$ cat src/rtl/fir_pkg.sv
// rtl/fir_pkg.sv - shared defaults, FSM encoding and sign-extension helper for the FIR coefficient feeder
package fir_pkg;

  localparam int DEF_TAP_SIZE    = 6;
  localparam int DEF_NBR_OF_TAPS = 21;
  localparam int DEF_X_N_SIZE    = 8;
  localparam int DEF_INIT_WAIT   = 4;

  typedef enum logic [2:0] {
    ST_BOOT,
    ST_STREAM,
    ST_DRAIN,
    ST_LOAD,
    ST_GAP
  } state_t;

  // Replicates bit [width-1] of value into all higher bit positions.
  function automatic logic [31:0] sign_extend(input logic [31:0] value, input int width);
    logic [31:0] upper;
    upper = 32'hFFFF_FFFF << width;
    return value[width-1] ? (value | upper) : (value & ~upper);
  endfunction

endpackage

$ cat src/rtl/fir_coeff_bank.sv
// rtl/fir_coeff_bank.sv - coefficient register file, identity image after reset, blockable write port
module fir_coeff_bank
  import fir_pkg::*;
#(
  parameter int TAP_SIZE    = DEF_TAP_SIZE,
  parameter int NBR_OF_TAPS = DEF_NBR_OF_TAPS,
  parameter int ADDR_W      = $clog2(NBR_OF_TAPS)
) (
  input  logic                clk,
  input  logic                reset,
  input  logic                wr_en,
  input  logic                wr_block,
  input  logic [ADDR_W-1:0]   wr_addr,
  input  logic [TAP_SIZE-1:0] wr_data,
  input  logic [ADDR_W-1:0]   rd_addr,
  output logic [TAP_SIZE-1:0] rd_data
);

  logic [TAP_SIZE-1:0] bank [NBR_OF_TAPS];

  always_ff @(posedge clk or negedge reset) begin
    if (!reset) begin
      for (int i = 0; i < NBR_OF_TAPS; i++) begin
        bank[i] <= (i == 0) ? TAP_SIZE'(1) : '0;
      end
    end else if (wr_en && !wr_block && (int'(wr_addr) < NBR_OF_TAPS)) begin
      bank[wr_addr] <= wr_data;
    end
  end

  assign rd_data = (int'(rd_addr) < NBR_OF_TAPS) ? bank[rd_addr] : '0;

endmodule

$ cat src/rtl/fir_coeff_feeder.sv
// rtl/fir_coeff_feeder.sv - sequences samples and coefficient loads into the adaptive FIR
// FIR_COEFF_FEEDER_BOOTLOAD_EN: shift the identity bank into the FIR before the first STREAM cycle
module fir_coeff_feeder
  import fir_pkg::*;
#(
  parameter int TAP_SIZE    = DEF_TAP_SIZE,
  parameter int NBR_OF_TAPS = DEF_NBR_OF_TAPS,
  parameter int X_N_SIZE    = DEF_X_N_SIZE,
  parameter int INIT_WAIT   = DEF_INIT_WAIT,
  parameter int ADDR_W      = $clog2(NBR_OF_TAPS)
) (
  input  logic                clk,
  input  logic                reset,
  input  logic [X_N_SIZE-1:0] s_in_data,
  input  logic                s_in_valid,
  output logic                s_in_ready,
  input  logic                cfg_wr,
  input  logic [ADDR_W-1:0]   cfg_addr,
  input  logic [TAP_SIZE-1:0] cfg_data,
  input  logic                cfg_commit,
  output logic                cfg_busy,
  output logic [X_N_SIZE-1:0] x_n,
  output logic                s_axis_fir_tvalid,
  output logic                s_set_coeffs
);

  localparam int BOOT_W = (INIT_WAIT > 1) ? $clog2(INIT_WAIT) : 1;
  localparam logic [BOOT_W-1:0] BOOT_LAST = BOOT_W'(INIT_WAIT - 1);
  localparam logic [ADDR_W-1:0] LOAD_LAST = ADDR_W'(NBR_OF_TAPS - 1);

  state_t              state;
  logic [BOOT_W-1:0]   boot_cnt;
  logic [ADDR_W-1:0]   load_idx;
  logic                commit_pend;
  logic [ADDR_W-1:0]   rd_addr;
  logic [TAP_SIZE-1:0] rd_data;
  logic [X_N_SIZE-1:0] coeff_ext;

  fir_coeff_bank #(
    .TAP_SIZE    (TAP_SIZE),
    .NBR_OF_TAPS (NBR_OF_TAPS),
    .ADDR_W      (ADDR_W)
  ) u_bank (
    .clk      (clk),
    .reset    (reset),
    .wr_en    (cfg_wr),
    .wr_block (state == ST_LOAD),
    .wr_addr  (cfg_addr),
    .wr_data  (cfg_data),
    .rd_addr  (rd_addr),
    .rd_data  (rd_data)
  );

  // Address of the coefficient that goes on x_n at the next edge: the top entry
  // when entering LOAD, then walking down so bank[0] is shifted in last.
  assign rd_addr   = (state == ST_LOAD) ? ADDR_W'(NBR_OF_TAPS - 2) - load_idx
                                        : ADDR_W'(NBR_OF_TAPS - 1);
  assign coeff_ext = X_N_SIZE'(sign_extend(32'(rd_data), TAP_SIZE));

  assign s_in_ready = (state == ST_STREAM);
`ifdef FIR_COEFF_FEEDER_BOOTLOAD_EN
  assign cfg_busy = commit_pend | (state != ST_STREAM);
`else
  assign cfg_busy = commit_pend | ((state != ST_STREAM) && (state != ST_BOOT));
`endif

  always_ff @(posedge clk or negedge reset) begin
    if (!reset) begin
      state             <= ST_BOOT;
      boot_cnt          <= '0;
      load_idx          <= '0;
      commit_pend       <= 1'b0;
      x_n               <= '0;
      s_axis_fir_tvalid <= 1'b0;
      s_set_coeffs      <= 1'b0;
    end else begin
      commit_pend       <= commit_pend | cfg_commit;
      s_axis_fir_tvalid <= 1'b0;
      s_set_coeffs      <= 1'b0;
      case (state)
        ST_BOOT: begin
          if (boot_cnt == BOOT_LAST) begin
`ifdef FIR_COEFF_FEEDER_BOOTLOAD_EN
            state <= ST_DRAIN;
`else
            state <= ST_STREAM;
`endif
          end else begin
            boot_cnt <= boot_cnt + 1'b1;
          end
        end
        ST_STREAM: begin
          if (s_in_valid) begin
            x_n               <= s_in_data;
            s_axis_fir_tvalid <= 1'b1;
          end
          if (commit_pend || cfg_commit) begin
            state <= ST_DRAIN;
          end
        end
        ST_DRAIN: begin
          // A commit arriving on this very edge still schedules another reload.
          commit_pend  <= cfg_commit;
          state        <= ST_LOAD;
          load_idx     <= '0;
          x_n          <= coeff_ext;
          s_set_coeffs <= 1'b1;
        end
        ST_LOAD: begin
          if (load_idx == LOAD_LAST) begin
            state <= ST_GAP;
            x_n   <= '0;
          end else begin
            load_idx     <= load_idx + 1'b1;
            x_n          <= coeff_ext;
            s_set_coeffs <= 1'b1;
          end
        end
        ST_GAP: begin
          state <= ST_STREAM;
        end
        default: begin
          state <= ST_BOOT;
        end
      endcase
    end
  end

endmodule

$ cat config.mk
export PLATFORM = sky130hd
export DESIGN_NAME = fir_coeff_feeder
export DESIGN_NICKNAME = d
export VERILOG_FILES = /design/src/rtl/fir_pkg.sv /design/src/rtl/fir_coeff_bank.sv /design/src/rtl/fir_coeff_feeder.sv
export SDC_FILE = /design/constraint.sdc
export NUM_CORES = 1
export LEC_CHECK = 0
export ABC_AREA = 1
export BUFFER_PORTS_ARGS = -buffer_cell sky130_fd_sc_hd__clkbuf_2
export CORE_MARGIN = 3
export CORE_UTILIZATION = 45
export CTS_CLUSTER_DIAMETER = 40
export DETAILED_ROUTE_END_ITERATION = 10
export GPL_TIMING_DRIVEN = 0
export HOLD_SLACK_MARGIN = 0.05
export PLACE_DENSITY = 0.6
export SETUP_SLACK_MARGIN = 0.02
export SLEW_MARGIN = 20
export SYNTH_ARGS = -nofsm -noshare
export SYNTH_HDL_FRONTEND = slang
export SYNTH_SLANG_ARGS = --single-unit
export TNS_END_PERCENT = 10
$ cat constraint.sdc
create_clock -name clk -period 2 [get_ports clk]
set_input_delay 0.6 -clock clk [delete_from_list [all_inputs] [get_ports clk]]
set_output_delay 0.6 -clock clk [all_outputs]
set_load 0.01 [all_outputs]
==> results.sh <==
export IMPL_hpwlAfterDp_um=14500
export IMPL_hold_path_class="input port to asynchronous set/reset pin"
export IMPL_hold_violations=0
export IMPL_drtIter0Drc=488
export IMPL_maxCapViolCount=0
export IMPL_drt_pre_antenna_iters=5
export IMPL_finalPower_mw=6.57
export IMPL_yosys_area_share_xor_xnor_pct=0.370
export IMPL_grt_pass1_vias=6129
export IMPL_cts_tree="done"
export IMPL_whs_ns=0.156
export IMPL_vias_per_cell=5.31
export IMPL_antenna_left=0
export IMPL_path_class="register to register"
export IMPL_min_period_over_period_pct=98.9
export IMPL_ctsLongestPathBuffers=2
export IMPL_power_leakage_nw=4.04
export IMPL_port_buffers=35
export IMPL_syn_num_nets=952
export IMPL_yosys_area_top_type_share_pct=51.4
export IMPL_routed_wl_um=21600
export IMPL_n_antenna_cell=0
export IMPL_grt_overflow_total=0
export IMPL_skew_ns=0.00673
export IMPL_synth_compound_gate_area_share_pct=11.2
export IMPL_cp_max_fo=8
export IMPL_core_area_um2=15300
export IMPL_grt_start_max_net_pins=89
export IMPL_die_x_um=132
export IMPL_synth_top_family_by_area="simple AND/OR/NAND/NOR gates"
export IMPL_yosys_area_share_simple_pct=28.8
export IMPL_ctsHoldBuffers=0
export IMPL_startpoint_type="register"
export IMPL_rsz0062_at_grt="yes"
export IMPL_dieArea_um2=17300
export IMPL_cts_max_level=4
export IMPL_clk_pin_slew_ns=0.06
export IMPL_drive_gt1_share_pct=18.7
export IMPL_clock_root_buffer="clkbuf_16"
export IMPL_fp_dieH_um=132
export IMPL_area_growth_pct=22.5
export IMPL_slew_headroom_pct=53.0
export IMPL_yosys_area_top_type="dfrtp_1"
export IMPL_r2r_cells=15
export IMPL_avgSynthCellArea_um2=7.71
export IMPL_clock_latency_ns=0.42
export IMPL_synth_area_um2=7110
export IMPL_track_usage_pct=25.0
export IMPL_synthCells=922
export IMPL_ir_worst_vdd_mv=0.573
export IMPL_ys_ff_latch=147
export IMPL_synth_area_top_cells="dfrtp_1, nand2_1, o21ai_0, nand3_1, inv_1"
export IMPL_via_count=6442
export IMPL_synthAdderAreaFrac_pct=1.06
export IMPL_fin_nets=1019
export IMPL_critPathRequiredTime_ns=2.30
export IMPL_rows=45
export IMPL_worst_slew_pin_slew_ns=0.705
export IMPL_synth_area_mux_share_pct=0.158
export IMPL_gp_congestion=0.891
export IMPL_ys_types=27
export IMPL_cts_sinks=147
export IMPL_crit_arrival_ns=2.27
export IMPL_power_density_nw_per_um2=755
export IMPL_dp_cells=1169
export IMPL_setup_violations=0
export IMPL_start_util_pct=46.4
export IMPL_max_freq_ghz=0.506
export IMPL_cp_end_kind="register"
export IMPL_tns_ns=0
export IMPL_drcViolationCount=0
export IMPL_antenna_found_initial=0
export IMPL_timing_final_crit_period_ns=1.98
export IMPL_finalMaxSlewViolations=0
export IMPL_post_drt_wl_per_cell_um=17.8
export IMPL_status="finished clean"
export IMPL_ys_warn_count=0
export IMPL_ys_seq_area_share_pct=51.8
export IMPL_grt_pass1_wl_um=33900
export IMPL_numCtsBuffers=17
export IMPL_ios=36
export IMPL_instances_no_fill=1213
## synthesized netlist by cell type
cell type / n
a21oi_2: 1
buf_2: 23
buf_4: 6
ha_1: 6
nand2_1: 336
nand2_4: 1
nor3_1: 6
dfrtp_1: 146
o21ai_1: 13
o21ai_0: 127
nand3_1: 115
buf_1: 2
clkbuf_1: 27
inv_2: 2
nor3b_1: 1
xnor2_1: 1
mux2_2: 1
buf_6: 1
a21oi_1: 16
nand2_2: 1
nor2_2: 5
nor4_1: 2
xor2_1: 2
nor2_1: 30
dfstp_2: 1
o221ai_1: 1
inv_1: 49
## final cells by class
cell class,count,area [um2]
clock inverters,7,97.6
plain buffers,58,407
fillers,1490,6610
clock buffers,25,485
well taps,211,264
repair buffers,49,340
flip-flops and latches,147,3680
multi-input cells,665,3240
inverters,51,195
## layer usage
metal | vias to the layer above | wire (um) | global-route usage (%)
met2 | 201 | 9850 | 38.5
met4 | 0 | 376 | 6.94
met5 | - | 0 | 0
met1 | 3094 | 9980 | 36.0
met3 | 22 | 1340 | 5.51
li1 | 3125 | - | -
## flip-flops by register name (all words and copies together), names as in the netlist
name and cells:
commit_pend 1, boot_cnt 2, s_set_coeffs 1, x_n 8, s_axis_fir_tvalid 1, load_idx 5, u_bank.bank 126, state 3
## logic make-up (layout without fill, tap and decap cells)
| logic type | count (synthesis) | in the layout |
|---|---|---|
| flops | 147 | 147 |
| simple gates | 497 | 497 |
| fa+ha+maj | 6 | 6 |
| buf+inv | 110 | 190 |
| mux | 1 | 1 |
| xor+xnor | 3 | 3 |
| compound gates | 158 | 158 |
## metrics by stage
stage                     cell area, um2  setup slack, ns  utilization, %
after global routing                8710          -0.0773            56.9
after CTS                           8270          -0.0309            54.0
after floorplan                     7110            0.114               -
final                               8710           0.0221            56.9
after global placement              7550            -2.30            49.3
after detailed placement            7590           -0.595            49.5
## power by group
| group | switching, mW | internal (mW) | leakage, nW |
|---|---|---|---|
| registers | 0.0455 | 3.06 | 2.00 |
| clock network | 1.22 | 1.94 | 0.278 |
| logic | 0.218 | 0.0928 | 1.76 |
## critical path: stages, from the launching register on
cell and delay (ns):
dfrtp_1 0.38, nand2_2 0.08, nor2_4 0.14, buf_8 0.17
nand2_8 0.09, nor2_4 0.20, buf_8 0.19, nand3_4 0.08
nand2_2 0.09, inv_2 0.04, nand2_1 0.06, nand2_1 0.06
nand2_1 0.07, nand2_1 0.07, nand3_2 0.07, a21oi_1 0.06
## worst paths after layout
| kind | startpoint | to | slack, ns |
|---|---|---|---|
| setup reg to reg | state[0] | x_n[2] | 0.02 |
| hold / removal | reset | boot_cnt[0] | 0.16 |
| setup / recovery | state[0] | x_n[2] | 0.02 |
| hold reg to reg | boot_cnt[0] | boot_cnt[0] | 0.48 |
| max in group asynchronous | reset | u_bank.bank[120] | 1.03 |
| min in group clk | cfg_commit | commit_pend | 0.40 |
## cells in the final DEF (no fill, tap or decap), types with 18 or more instances in the layout
cell type,n
o21ai_0,126
nand3_1,95
clkbuf_2,37
nor2_1,28
inv_1,40
clkbuf_1,24
buf_4,25
nand2_2,19
nand2_1,316
clkbuf_16,18
dfrtp_1,143
## repair_timing
| action | CTS | global route |
|---|---|---|
| setup endpoints to repair | 94 | 119 |
| pin swaps | 1 | 23 |
| cloned | 0 | 2 |
| buffers inserted | 5 | 6 |
| resized for setup | 20 | 132 |
(Power assumes the default switching activity.)
